**src/rtl/afifo_wr_arb_if.sv**
```systemverilog
// rtl/afifo_wr_arb_if.sv - requester handshake and memory write port of the async FIFO write side
interface afifo_wr_arb_if #(
    parameter int NUM_REQ    = 4,
    parameter int DATA_WIDTH = 64,
    parameter int PTR_WIDTH  = 5
);
    logic [NUM_REQ-1:0]            req_valid_i;
    logic [NUM_REQ-1:0]            req_last_i;
    logic [NUM_REQ*DATA_WIDTH-1:0] req_data_i;
    logic [NUM_REQ-1:0]            req_ready_o;
    logic [NUM_REQ-1:0]            grant_o;
    logic                          mem_wen_o;
    logic [PTR_WIDTH-1:0]          mem_waddr_o;
    logic [DATA_WIDTH-1:0]         mem_wdata_o;

    modport master (
        output req_valid_i, req_last_i, req_data_i,
        input  req_ready_o, grant_o, mem_wen_o, mem_waddr_o, mem_wdata_o
    );

    modport slave (
        input  req_valid_i, req_last_i, req_data_i,
        output req_ready_o, grant_o, mem_wen_o, mem_waddr_o, mem_wdata_o
    );
endinterface

```
**src/rtl/afifo_wr_arb.sv**
```systemverilog
// rtl/afifo_wr_arb.sv - async FIFO write side: round-robin packet arbiter, write pointer, full/fill status
module afifo_wr_arb #(
    parameter int PTR_WIDTH  = 5,
    parameter int DATA_WIDTH = 64,
    parameter int NUM_REQ    = 4,
    parameter int AFULL_TH   = 4
) (
    input  logic                 wr_clk_i,
    input  logic                 rstn_i,
    afifo_wr_arb_if.slave        bus,
    input  logic [PTR_WIDTH:0]   rp2wp_gray_i,
    output logic [PTR_WIDTH:0]   wptr_gray_o,
    output logic                 full_o,
    output logic                 afull_o,
    output logic [PTR_WIDTH:0]   fill_lvl_o
);
    localparam int IDX_W = (NUM_REQ > 1) ? $clog2(NUM_REQ) : 1;
    localparam logic [PTR_WIDTH:0] DEPTH_LVL = (PTR_WIDTH+1)'(2**PTR_WIDTH);
    localparam logic [PTR_WIDTH:0] AFULL_LVL = (PTR_WIDTH+1)'(2**PTR_WIDTH - AFULL_TH);

    typedef enum logic {IDLE, BUSY} state_t;

    state_t               state_q, state_d;
    logic [NUM_REQ-1:0]   grant_q;
    logic [IDX_W-1:0]     gidx_q;
    logic [IDX_W-1:0]     rr_last_q;
    logic [PTR_WIDTH:0]   wptr_bin_q;
    logic [PTR_WIDTH:0]   wptr_bin_inc;
    logic [PTR_WIDTH:0]   rp_bin;
    logic [NUM_REQ-1:0]   ready;
    logic                 accept;
    logic                 accept_last;
    logic                 pick_found;
    logic [IDX_W-1:0]     pick_idx;

    // Gray-to-binary of the synchronised read pointer, then modular distance.
    always_comb begin
        rp_bin = '0;
        for (int i = 0; i <= PTR_WIDTH; i++) begin
            rp_bin[i] = ^(rp2wp_gray_i >> i);
        end
    end

    assign fill_lvl_o   = wptr_bin_q - rp_bin;
    assign full_o       = (fill_lvl_o == DEPTH_LVL);
    assign afull_o      = (fill_lvl_o >= AFULL_LVL);
    assign wptr_bin_inc = wptr_bin_q + 1'b1;

    // First valid requester strictly after the last winner, wrapping.
    always_comb begin
        logic [IDX_W-1:0] cand;
        pick_found = 1'b0;
        pick_idx   = '0;
        cand       = '0;
        for (int k = 1; k <= NUM_REQ; k++) begin
            cand = IDX_W'((int'(rr_last_q) + k) % NUM_REQ);
            if (!pick_found && bus.req_valid_i[cand]) begin
                pick_found = 1'b1;
                pick_idx   = cand;
            end
        end
    end

    always_ff @(posedge wr_clk_i or negedge rstn_i) begin
        if (!rstn_i) begin
            state_q <= IDLE;
        end else begin
            state_q <= state_d;
        end
    end

    always_comb begin
        state_d = state_q;
        case (state_q)
            IDLE:    if (pick_found)  state_d = BUSY;
            BUSY:    if (accept_last) state_d = IDLE;
            default: state_d = IDLE;
        endcase
    end

    always_comb begin
        ready       = '0;
        accept      = 1'b0;
        accept_last = 1'b0;
        if (state_q == BUSY) begin
            ready       = grant_q & {NUM_REQ{~full_o}};
            accept      = |(bus.req_valid_i & ready);
            accept_last = |(bus.req_valid_i & bus.req_last_i & ready);
        end
    end

    always_comb begin
        bus.mem_wdata_o = '0;
        for (int i = 0; i < NUM_REQ; i++) begin
            if (gidx_q == IDX_W'(i)) begin
                bus.mem_wdata_o = bus.req_data_i[i*DATA_WIDTH +: DATA_WIDTH];
            end
        end
    end

    assign bus.req_ready_o = ready;
    assign bus.grant_o     = grant_q;
    assign bus.mem_wen_o   = accept;
    assign bus.mem_waddr_o = wptr_bin_q[PTR_WIDTH-1:0];

    always_ff @(posedge wr_clk_i or negedge rstn_i) begin
        if (!rstn_i) begin
            grant_q     <= '0;
            gidx_q      <= '0;
            rr_last_q   <= IDX_W'(NUM_REQ-1);
            wptr_bin_q  <= '0;
            wptr_gray_o <= '0;
        end else begin
            if (state_q == IDLE && pick_found) begin
                grant_q <= {{(NUM_REQ-1){1'b0}}, 1'b1} << pick_idx;
                gidx_q  <= pick_idx;
            end
            if (accept_last) begin
                grant_q   <= '0;
                rr_last_q <= gidx_q;
            end
            // Gray is encoded from the incremented binary so it updates with a single bit flip.
            if (accept) begin
                wptr_bin_q  <= wptr_bin_inc;
                wptr_gray_o <= wptr_bin_inc ^ (wptr_bin_inc >> 1);
            end
        end
    end
endmodule

```
**src/flat_wrapper.sv**
```systemverilog
// flat-port wrapper written by rule: the top's interface ports become plain ports
module afifo_wr_arb_flat 
#(
    parameter int PTR_WIDTH  = 5,
    parameter int DATA_WIDTH = 64,
    parameter int NUM_REQ    = 4,
    parameter int AFULL_TH   = 4
)
  (wr_clk_i, rstn_i, rp2wp_gray_i, wptr_gray_o, full_o, afull_o, fill_lvl_o, bus_req_valid_i, bus_req_last_i, bus_req_data_i, bus_req_ready_o, bus_grant_o, bus_mem_wen_o, bus_mem_waddr_o, bus_mem_wdata_o);
  afifo_wr_arb_if #(.NUM_REQ(NUM_REQ), .DATA_WIDTH(DATA_WIDTH), .PTR_WIDTH(PTR_WIDTH)) bus_i ();
  input  logic wr_clk_i;
  input  logic rstn_i;
  input  logic [PTR_WIDTH:0] rp2wp_gray_i;
  output logic [PTR_WIDTH:0] wptr_gray_o;
  output logic full_o;
  output logic afull_o;
  output logic [PTR_WIDTH:0] fill_lvl_o;
  input wire logic [$bits(bus_i.req_valid_i)-1:0] bus_req_valid_i;
  input wire logic [$bits(bus_i.req_last_i)-1:0] bus_req_last_i;
  input wire logic [$bits(bus_i.req_data_i)-1:0] bus_req_data_i;
  output wire logic [$bits(bus_i.req_ready_o)-1:0] bus_req_ready_o;
  output wire logic [$bits(bus_i.grant_o)-1:0] bus_grant_o;
  output wire logic [$bits(bus_i.mem_wen_o)-1:0] bus_mem_wen_o;
  output wire logic [$bits(bus_i.mem_waddr_o)-1:0] bus_mem_waddr_o;
  output wire logic [$bits(bus_i.mem_wdata_o)-1:0] bus_mem_wdata_o;
  assign bus_i.req_valid_i = bus_req_valid_i;
  assign bus_i.req_last_i = bus_req_last_i;
  assign bus_i.req_data_i = bus_req_data_i;
  assign bus_req_ready_o = bus_i.req_ready_o;
  assign bus_grant_o = bus_i.grant_o;
  assign bus_mem_wen_o = bus_i.mem_wen_o;
  assign bus_mem_waddr_o = bus_i.mem_waddr_o;
  assign bus_mem_wdata_o = bus_i.mem_wdata_o;
  afifo_wr_arb #(.PTR_WIDTH(PTR_WIDTH), .DATA_WIDTH(DATA_WIDTH), .NUM_REQ(NUM_REQ), .AFULL_TH(AFULL_TH)) u_core (.wr_clk_i(wr_clk_i), .rstn_i(rstn_i), .bus(bus_i), .rp2wp_gray_i(rp2wp_gray_i), .wptr_gray_o(wptr_gray_o), .full_o(full_o), .afull_o(afull_o), .fill_lvl_o(fill_lvl_o));
endmodule
```
**config.mk**
```make
export PLATFORM = sky130hd
export DESIGN_NAME = afifo_wr_arb_flat
export DESIGN_NICKNAME = d
export VERILOG_FILES = /design/src/rtl/afifo_wr_arb_if.sv /design/src/rtl/afifo_wr_arb.sv /design/src/flat_wrapper.sv
export SDC_FILE = /design/constraint.sdc
export NUM_CORES = 1
export LEC_CHECK = 0
export ABC_AREA = 1
export CAP_MARGIN = 25
export CORE_AREA = 2 2 141 143
export CTS_CLUSTER_DIAMETER = 150
export CTS_CLUSTER_SIZE = 20
export DETAILED_ROUTE_END_ITERATION = 10
export DIE_AREA = 0 0 143 145
export GPL_TIMING_DRIVEN = 0
export PLACE_DENSITY = 0.59
export SLEW_MARGIN = 20
export SYNTH_ARGS = -nofsm -noshare
export SYNTH_HDL_FRONTEND = slang
export SYNTH_SLANG_ARGS = --single-unit
```
**constraint.sdc**
```tcl
create_clock -name wr_clk_i -period 11 [get_ports wr_clk_i]
set_input_delay 2.2 -clock wr_clk_i [delete_from_list [all_inputs] [get_ports wr_clk_i]]
set_output_delay 2.2 -clock wr_clk_i [all_outputs]
set_load 0.05 [all_outputs]
```
==> results of run 1 <==
==> metrics by stage <==
| stage | worst slack (ns) | utilization (%) | hold WS, ns |
|---|---|---|---|
| detailed placement | 2.437 | 37.59 | 0.4611 |
| global placement | 2.459 | 37.59 | 0.4565 |
| floorplan | 3.010 | - | 0.5159 |
| finish | 2.489 | 38.25 | 0.4680 |
| global route | 2.140 | 38.17 | 0.4966 |
| CTS | 2.429 | 38.05 | 0.4753 |
==> how the worst min path moves through the flow <==
stage | startpoint | end | slack, ns | cells past startpoint
after floorplan | u_core.gidx_q[1]$_DFFE_PN0P_ | u_core.rr_last_q[1]$_DFFE_PN1P_ | 0.52 | 2
after global placement | u_core.wptr_gray_o[0]$_DFFE_PN0P_ | u_core.wptr_gray_o[0]$_DFFE_PN0P_ | 0.46 | 2
after detailed placement | u_core.wptr_gray_o[2]$_DFFE_PN0P_ | u_core.wptr_gray_o[2]$_DFFE_PN0P_ | 0.46 | 2
after CTS | u_core.wptr_gray_o[2]$_DFFE_PN0P_ | u_core.wptr_gray_o[2]$_DFFE_PN0P_ | 0.48 | 2
after global routing | u_core.wptr_gray_o[1]$_DFFE_PN0P_ | u_core.wptr_gray_o[1]$_DFFE_PN0P_ | 0.50 | 2
final | u_core.wptr_gray_o[2]$_DFFE_PN0P_ | u_core.wptr_gray_o[2]$_DFFE_PN0P_ | 0.47 | 2
==> power by group through the flow <==
| stage | clock network, mW | logic, mW | registers [mW] |
|---|---|---|---|
| detailed placement | 0 | 2.12 | 0.138 |
| global placement | 0 | 2.11 | 0.138 |
| CTS | 0.0833 | 2.12 | 0.137 |
| finish | 0.0821 | 2.12 | 0.137 |
| floorplan | 0 | 1.30 | 0.199 |
| global route | 0.0859 | 2.25 | 0.143 |
==> cells in the final DEF, fill, tap and decap left out, types with 3 or more instances in the layout <==
| cell | count |
|---|---|
| a21oi_1 | 28 |
| a221oi_1 | 23 |
| buf_1 | 4 |
| buf_2 | 3 |
| buf_4 | 3 |
| clkbuf_1 | 27 |
| clkbuf_16 | 3 |
| clkdlybuf4s50_1 | 363 |
| dfrtp_1 | 18 |
| diode_2 | 6 |
| ha_1 | 6 |
| inv_1 | 38 |
| inv_2 | 4 |
| nand2_1 | 225 |
| nand2_2 | 4 |
| nand3_1 | 69 |
| nand3b_1 | 3 |
| nand4_1 | 44 |
| nor2_1 | 45 |
| nor3_1 | 3 |
| o21a_1 | 3 |
| o21ai_0 | 6 |
| o21ai_1 | 3 |
| xnor2_1 | 3 |
| xor2_1 | 8 |
| xor2_2 | 3 |
==> worst max-delay path: stages <==
cell and delay, ns:
clkdlybuf4s50_1 0.48, xnor2_2 0.24, xor2_2 0.23, xor2_2 0.24
xor2_2 0.25, xor2_1 0.11, ha_1 0.23, fa_1 0.42
inv_1 0.09, nand3_1 0.08, nand3_1 0.12, nand2_2 0.08
nor2_2 0.14, nand2_4 0.11, nand3_1 0.08, nand2_1 0.09
o21ai_2 0.19, buf_6 0.17, inv_1 0.04, clkdlybuf4s50_1 0.69
==> cell type report <==
type | count | area (um^2) | area share [%]
inverter | 43 | 161.4 | 2.197
buffer | 37 | 157.7 | 2.146
clock buffer | 4 | 88.84 | 1.209
timing repair buffer | 365 | 3656 | 49.77
tap | 265 | 331.6 | 4.514
antenna | 6 | 15.01 | 0.2044
multi-input combinational | 486 | 2432 | 33.11
sequential | 20 | 503.0 | 6.847
==> routing by layer <==
| metal | vias up | part of all wire (%) |
|---|---|---|
| li1 | 2721 | - |
| met1 | 2482 | 44 |
| met2 | 257 | 44 |
| met3 | 22 | 11 |
| met4 | 10 | 0.98 |
| met5 | - | 0.30 |
==> flip-flops by register name, summed over array words and instances, names as in the netlist <==
name	count
u_core.gidx_q	2
u_core.rr_last_q	2
u_core.bus.grant_o	4
u_core.wptr_bin_q	6
u_core.state_q	1
u_core.wptr_gray_o	5
==> kinds of logic (layout without fill, tap and decap cells) <==
| group | after synthesis | count (layout) | share of synthesized area, % |
|---|---|---|---|
| other | 0 | 6 | 0 |
| AND/OR/NAND/NOR | 398 | 398 | 53.48 |
| adder cells (fa/ha/maj) | 7 | 7 | 2.922 |
| XOR/XNOR | 15 | 15 | 4.960 |
| flip-flops | 20 | 20 | 15.46 |
| buffers and inverters | 80 | 449 | 9.803 |
| AO/OA/AOI/OAI | 66 | 66 | 13.38 |
==> summary.md, run 1 <==
| Metric | Value |
|---|---|
| H-tree lvl count | 1 |
| Critical path startpoint | rp2wp_gray_i[5] |
| Vias/cell | 4.480 |
| Worst setup endpoint | bus_mem_wen_o |
| Outcome | complete, no violations |
| DR vias | around 5,500 |
| Mapped Area | 3254 um^2 |
| Fillers | 2,071 |
| Wire length per cell | about 19 um |
| Worst setup EP type | output pin |
| Psw | 1.487 mW |
| Reg power frac | 5.9% |
| Cells after Synth | 586 |
| GPL Wtd Cong | 0.8925 |
| First-pass detailed-route iteration total | 7 |
| Crit path time final | 8.511 ns |
| Die area | 20,740 um^2 |
| Fmax | 117.5 MHz |
| Initial antenna violation count | 10 |
| Hpwl dp | 19,540 um |
| Most instantiated cells after synthesis | 225 x nand2_1, 69 x nand3_1, 45 x nor2_1 |
| DRC | 0 |
| Power after layout | 2.335 mW |
| Logic pwr share | roughly 91% |
| RSZ-0062 raised after global routing | no |
| Overall Global Routing Usage | 21.12% |
| Met2 Usage GRT | between 30% and 40% |
| FP Rows | 51 |
| CTS tree | done |
| Syn Nets | ~870 |
| Pwr Density | 317.9 nW/um^2 |
| Post-Layout Cell Count | 1,226 |
| Total CTS buffers | 3 |
| Post-synthesis register bit count | 20 |
| Register area share after synthesis | between 10% and 20% |
| Avg Inst Size Synth | 5.554 um^2 |
| Min-Delay Path Class | reg2reg |
| Drt total wl | approximately 23,000 um |
| Antenna-violating nets left | 0 |
| I/O Pins | 364 |
| Largest net degree at the start of global routing | 21 |
| Synth area leader | nand2_1 |
| Vias in the first global route | between 5,000 and 6,000 |
| Skew final | between 0.001 and 0.0015 ns |
| DP Area | 7219 um^2 |
| Layout Nets | 1,235 |
| FF-to-FF Start | u_core.wptr_bin_q[0]$_DFFE_PN0P_ |
| Least-Margin Pin Slew | 0.8491 ns |
| Int Power | 0.8481 mW |
| Placed Cells | 1,214 |
| CP Launch Type | input port |
| Post-synth EDFFs | 0 |
| Most instantiated library cell after synthesis | nand2_1 |
| Die X | 143 um |
| Resized cells post-CTS | 0 |
| Core area | 19,210 um^2 |
| CTS Root Cell | clkbuf_16 |
| Worst reg2reg setup slack | 8.45 ns |
| Die Y | 145 um |
| Post-CTS Setup Repair Bufs | 0 |
| Pleak | approximately 3.0 nW |
| R2R cell count | 16 |
| Crit path kind | in2out |
| GRT met3 Usage | ~6.3% |
| Remaining Overflow, GRT | 0 |
| Hold Buf Count CTS | 0 |
| Most used DFF post-synth | dfrtp_1 |
| Number of max-cap violations | 0 |
| Layout cells sized above 1 | 3.560% |
| GRT Max-Usage Layer | met2 |
| Setup tns final | 0 ns |
| Clk_lat worst skew | approximately 0.25 ns |
| Tcrit/Tclk final | 77.38% |
| Worst EP arrival | 6.31 ns |
| First-pass GRT wire length | ~33,000 um |
| Clock transition at the registers of the reported paths | 0.06 ns |
| Req. time, crit path | 8.80 ns |
| P&R area growth vs syn | 125.7% |
| Slew headroom | 43.18% |
| Starting density of the core | approximately 17% |
| Reg2reg end | u_core.wptr_gray_o[0]$_DFFE_PN0P_ |
| Clock Power Share | 3.5% |
| Final setup vio count | 0 |
| Port bufs | 363 |
| Synth area leaders | nand2_1 26%, dfrtp_1 14%, nand3_1 11% |
| Fin area | 7346 um^2 |
| Peak VDD IR | 152.6 uV |
| Share of synthesized registers carrying an async set or reset | 100.0% |
| Initial drt markers | 370 |
| Max Slew Vio Count | 0 |
| Post-synth top area share | 25.95% |
| Clk sinks | 20 |
| CP max FO | 10 |
| Post-synth cell types | 34 |
| M1 GR Usage | 28.71% |
| Switching Share | a little under two thirds |
| Final hold vios | 0 |
| Yosys warns | 0 |
| Clock tree buffer depth | 2 |
Power figures use the tool's default switching activity.
==> inputs of run 2 (changes only) <==
Settings changed: PLACE_DENSITY 0.59 to 0.61.
Clock period 11 ns to 7.57 ns, I/O delays scaled along.
==> run 2 against run 1 <==
Final cell count about the same. Die area stayed put. Utilization grew 0.072 points. First-iteration DRC count is 29% lower. Clock power is 78% higher. Final area up 0.19%. Power up 45%. Largest power group unchanged.
==> summary.md, run 2 (synthesized netlist as in run 1, its figures left out) <==
| Metric | Value |
|---|---|
| Setup tns final | 0 ns (unchanged) |
| Psw | 2.137 mW (+44%) |
| Pleak | 3.026 nW (+0.23%) |
| Worst setup EP type | output pin |
| Antenna-violating nets left | 0 (unchanged) |
| Remaining Overflow, GRT | 0 (unchanged) |
| Wire length per cell | 18.13 um (-4.0%) |
| Die X | 143 um (unchanged) |
| Dpl ws | 0.3870 ns (-2.050 ns) |
| Final setup vio count | 0 (unchanged) |
| Hold Path Cell Cnt | 2 (unchanged) |
| Resized cells post-CTS | 0 (unchanged) |
| Clk_lat worst skew | 0.25 ns (about the same) |
| Crit path cell chain | clkdlybuf4s50_1, xnor2_2, xor2_2, xor2_2, xor2_2, xor2_1, ha_1, fa_1, inv_1, nand3_1, nand3_1, nand2_2, nor2_2, nand2_4, nand3_1, nand2_1, o21ai_2, buf_6, inv_1, clkdlybuf4s50_1 |
| Initial antenna violation count | 15 (+5) |
| Fmax | about 140 MHz |
| Worst EP arrival | 5.63 ns (-0.68 ns) |
| CTS tree | done |
| Min-Delay Path Class | reg2reg |
| GPL Wtd Cong | 0.9371 (+5.0%) |
| Most frequent cells in the layout | 363 x clkdlybuf4s50_1, 225 x nand2_1, 69 x nand3_1, 45 x nor2_1, 44 x nand4_1 |
| Worst path top cell family by delay | buffers and inverters |
| Crit path kind | in2out |
| First-pass GRT wire length | 31,750 um (-3.9%) |
| Port bufs | 363 (unchanged) |
| Drt total wl | 22,210 um (-4.1%) |
| Logic pwr share | 89.9% (-0.7 points) |
| Clock transition at the registers of the reported paths | 0.06 ns (about the same) |
| Total CTS buffers | 3 (unchanged) |
| Clk sinks | 20 (unchanged) |
| Outcome | complete, no violations |
| Int Power | 1.257 mW (+48%) |
| Number of max-cap violations | 0 (unchanged) |
| FF-to-FF Start | u_core.wptr_bin_q[0]$_DFFE_PN0P_ |
| Hpwl dp | 18,950 um (-3.0%) |
| Die area | 20,740 um^2 (unchanged) |
| Post-Layout Cell Count | 1,225 (-0.082%) |
| Layout Nets | 1,235 (unchanged) |
| CP bufs+invs | 5 (unchanged) |
| Initial drt markers | 263 (-29%) |
| Crit path time final | 7.142 ns |
| RSZ-0062 raised after global routing | no |
| Layout cells sized above 1 | 3.560% (unchanged) |
| DRC | 0 (unchanged) |
| Fillers | 2,073 (+0.097%) |
| Vias/cell | 4.504 (+0.56%) |
| I/O Pins | 364 (unchanged) |
| Max Slew Vio Count | 0 (unchanged) |
| Critical-path cell with the highest stage delay | clkdlybuf4s50_1 |
| Max incr delay on CP | 0.69 ns (about the same) |
| Reg with most FFs | u_core.wptr_bin_q |
| Reg2reg end | u_core.wptr_gray_o[3]$_DFFE_PN0P_ |
| Slew headroom | 46.66% (+3.5 points) |
| Worst reg2reg setup slack | 4.97 ns (-3.48 ns) |
| Die Y | 145 um (unchanged) |
| Tcrit/Tclk final | 94.35% |
| Power after layout | 3.394 mW (+45%) |
| Reg power frac | 5.8% (about the same) |
| Clock tree buffer depth | 2 (unchanged) |
| PnR worst setup slack | 0.4276 ns (-2.061 ns) |
| Largest net degree at the start of global routing | 21 (unchanged) |
| Worst hold slack | 0.4707 ns (+0.002671 ns) |
| FP Rows | 51 (unchanged) |
| Starting density of the core | 16.94% (unchanged) |
| DR vias | 5,518 (+0.47%) |
| CP Launch Type | input port |
| Max reg flops | 6 (unchanged) |
| Hold Startpoint | u_core.wptr_gray_o[2]$_DFFE_PN0P_ |
| Clock Power Share | 4.3% (+0.8 points) |
| H-tree lvl count | 1 (unchanged) |
| Switching Share | 62.97% (-0.71 points) |
| Skew final | 0.006821 ns (+0.005683 ns) |
| Post-CTS Setup Repair Bufs | 0 (unchanged) |
| Hold Path End | u_core.wptr_gray_o[2]$_DFFE_PN0P_ |
| Vias in the first global route | 5,236 (-0.55%) |
| Pwr Density | 461.1 nW/um^2 (+45%) |
| Peak VDD IR | 199.8 uV (+31%) |
| First-pass detailed-route iteration total | 5 (-2) |
| R2R cell count | 16 (unchanged) |
| Core area | 19,210 um^2 (unchanged) |
| P&R area growth vs syn | 126.1% |
| Least-Margin Pin Slew | 0.7971 ns (-0.05206 ns) |
| Placed Cells | 1,214 (unchanged) |
| Req. time, crit path | 6.06 ns (-2.74 ns) |
| Most common cell after layout, fill and taps aside | clkdlybuf4s50_1 |
| Overall Global Routing Usage | 20.04% (-1.1 points) |
| CP max FO | 10 (unchanged) |
| Final hold vios | 0 (unchanged) |
| CTS Root Cell | clkbuf_16 |
| Hold Buf Count CTS | 0 (unchanged) |
==> run 2: layout make-up <==
type,count,area (um^2),area share (%)
Timing Repair Buffer,365,3656,49.68
Multi-Input combinational cell,486,2432,33.05
Sequential cell,20,503.0,6.834
Tap cell,265,331.6,4.505
Inverter,43,161.4,2.193
Buffer,37,157.7,2.142
Clock buffer,3,75.07,1.020
Clock inverter,1,30.03,0.4080
Antenna cell,5,12.51,0.1700
==> run 2: routing by layer <==
metal  GRT usage [%]  wire [um]  vias to the layer above
met5               0        116                        -
met4           2.921        316                       18
met1           25.47       9282                     2495
li1                -          -                     2719
met3           7.690       2459                       36
met2           32.75      10030                      250
==> run 2: stage by stage <==
| step | cell area, um^2 | utilization, % |
|---|---|---|
| finish | 7360 | 38.32 |
| global route | 7350 | 38.26 |
| CTS | 7325 | 38.13 |
| detailed placement | 7219 | 37.59 |
| global placement | 7219 | 37.59 |
| floorplan | 3254 | - |
==> run 2: worst min-delay path, delay by kind of cell, from the launching register on <==
family           cells  cell delay [ns]
flip-flops           1             0.34
AND/OR/NAND/NOR      2             0.09
==> run 2: worst max-delay path by stage <==
stage                         start                 end  slack, ns  cells past startpoint
floorplan           rp2wp_gray_i[4]  bus_req_ready_o[0]       0.95                     16
CTS                 rp2wp_gray_i[5]       bus_mem_wen_o       0.37                     19
detailed placement  rp2wp_gray_i[5]       bus_mem_wen_o       0.39                     19
finish              rp2wp_gray_i[5]       bus_mem_wen_o       0.43                     20
global route        rp2wp_gray_i[5]       bus_mem_wen_o       0.15                     20
global placement    rp2wp_gray_i[5]       bus_mem_wen_o       0.42                     19
==> run 2: power by group through the flow <==
stage / Combinational, mW / Sequential, mW / Clock, mW
floorplan: 1.88 / 0.289 / 0
global placement: 3.05 / 0.200 / 0
detailed placement: 3.06 / 0.201 / 0
CTS: 3.07 / 0.199 / 0.148
global route: 3.24 / 0.205 / 0.152
finish: 3.05 / 0.198 / 0.146
==> inputs of run 3 (changes only) <==
Settings changed: CTS_CLUSTER_SIZE 20 to not set.
==> results of run 3 <==
The final DEF is identical to that of run 2; final timing and power are the same.
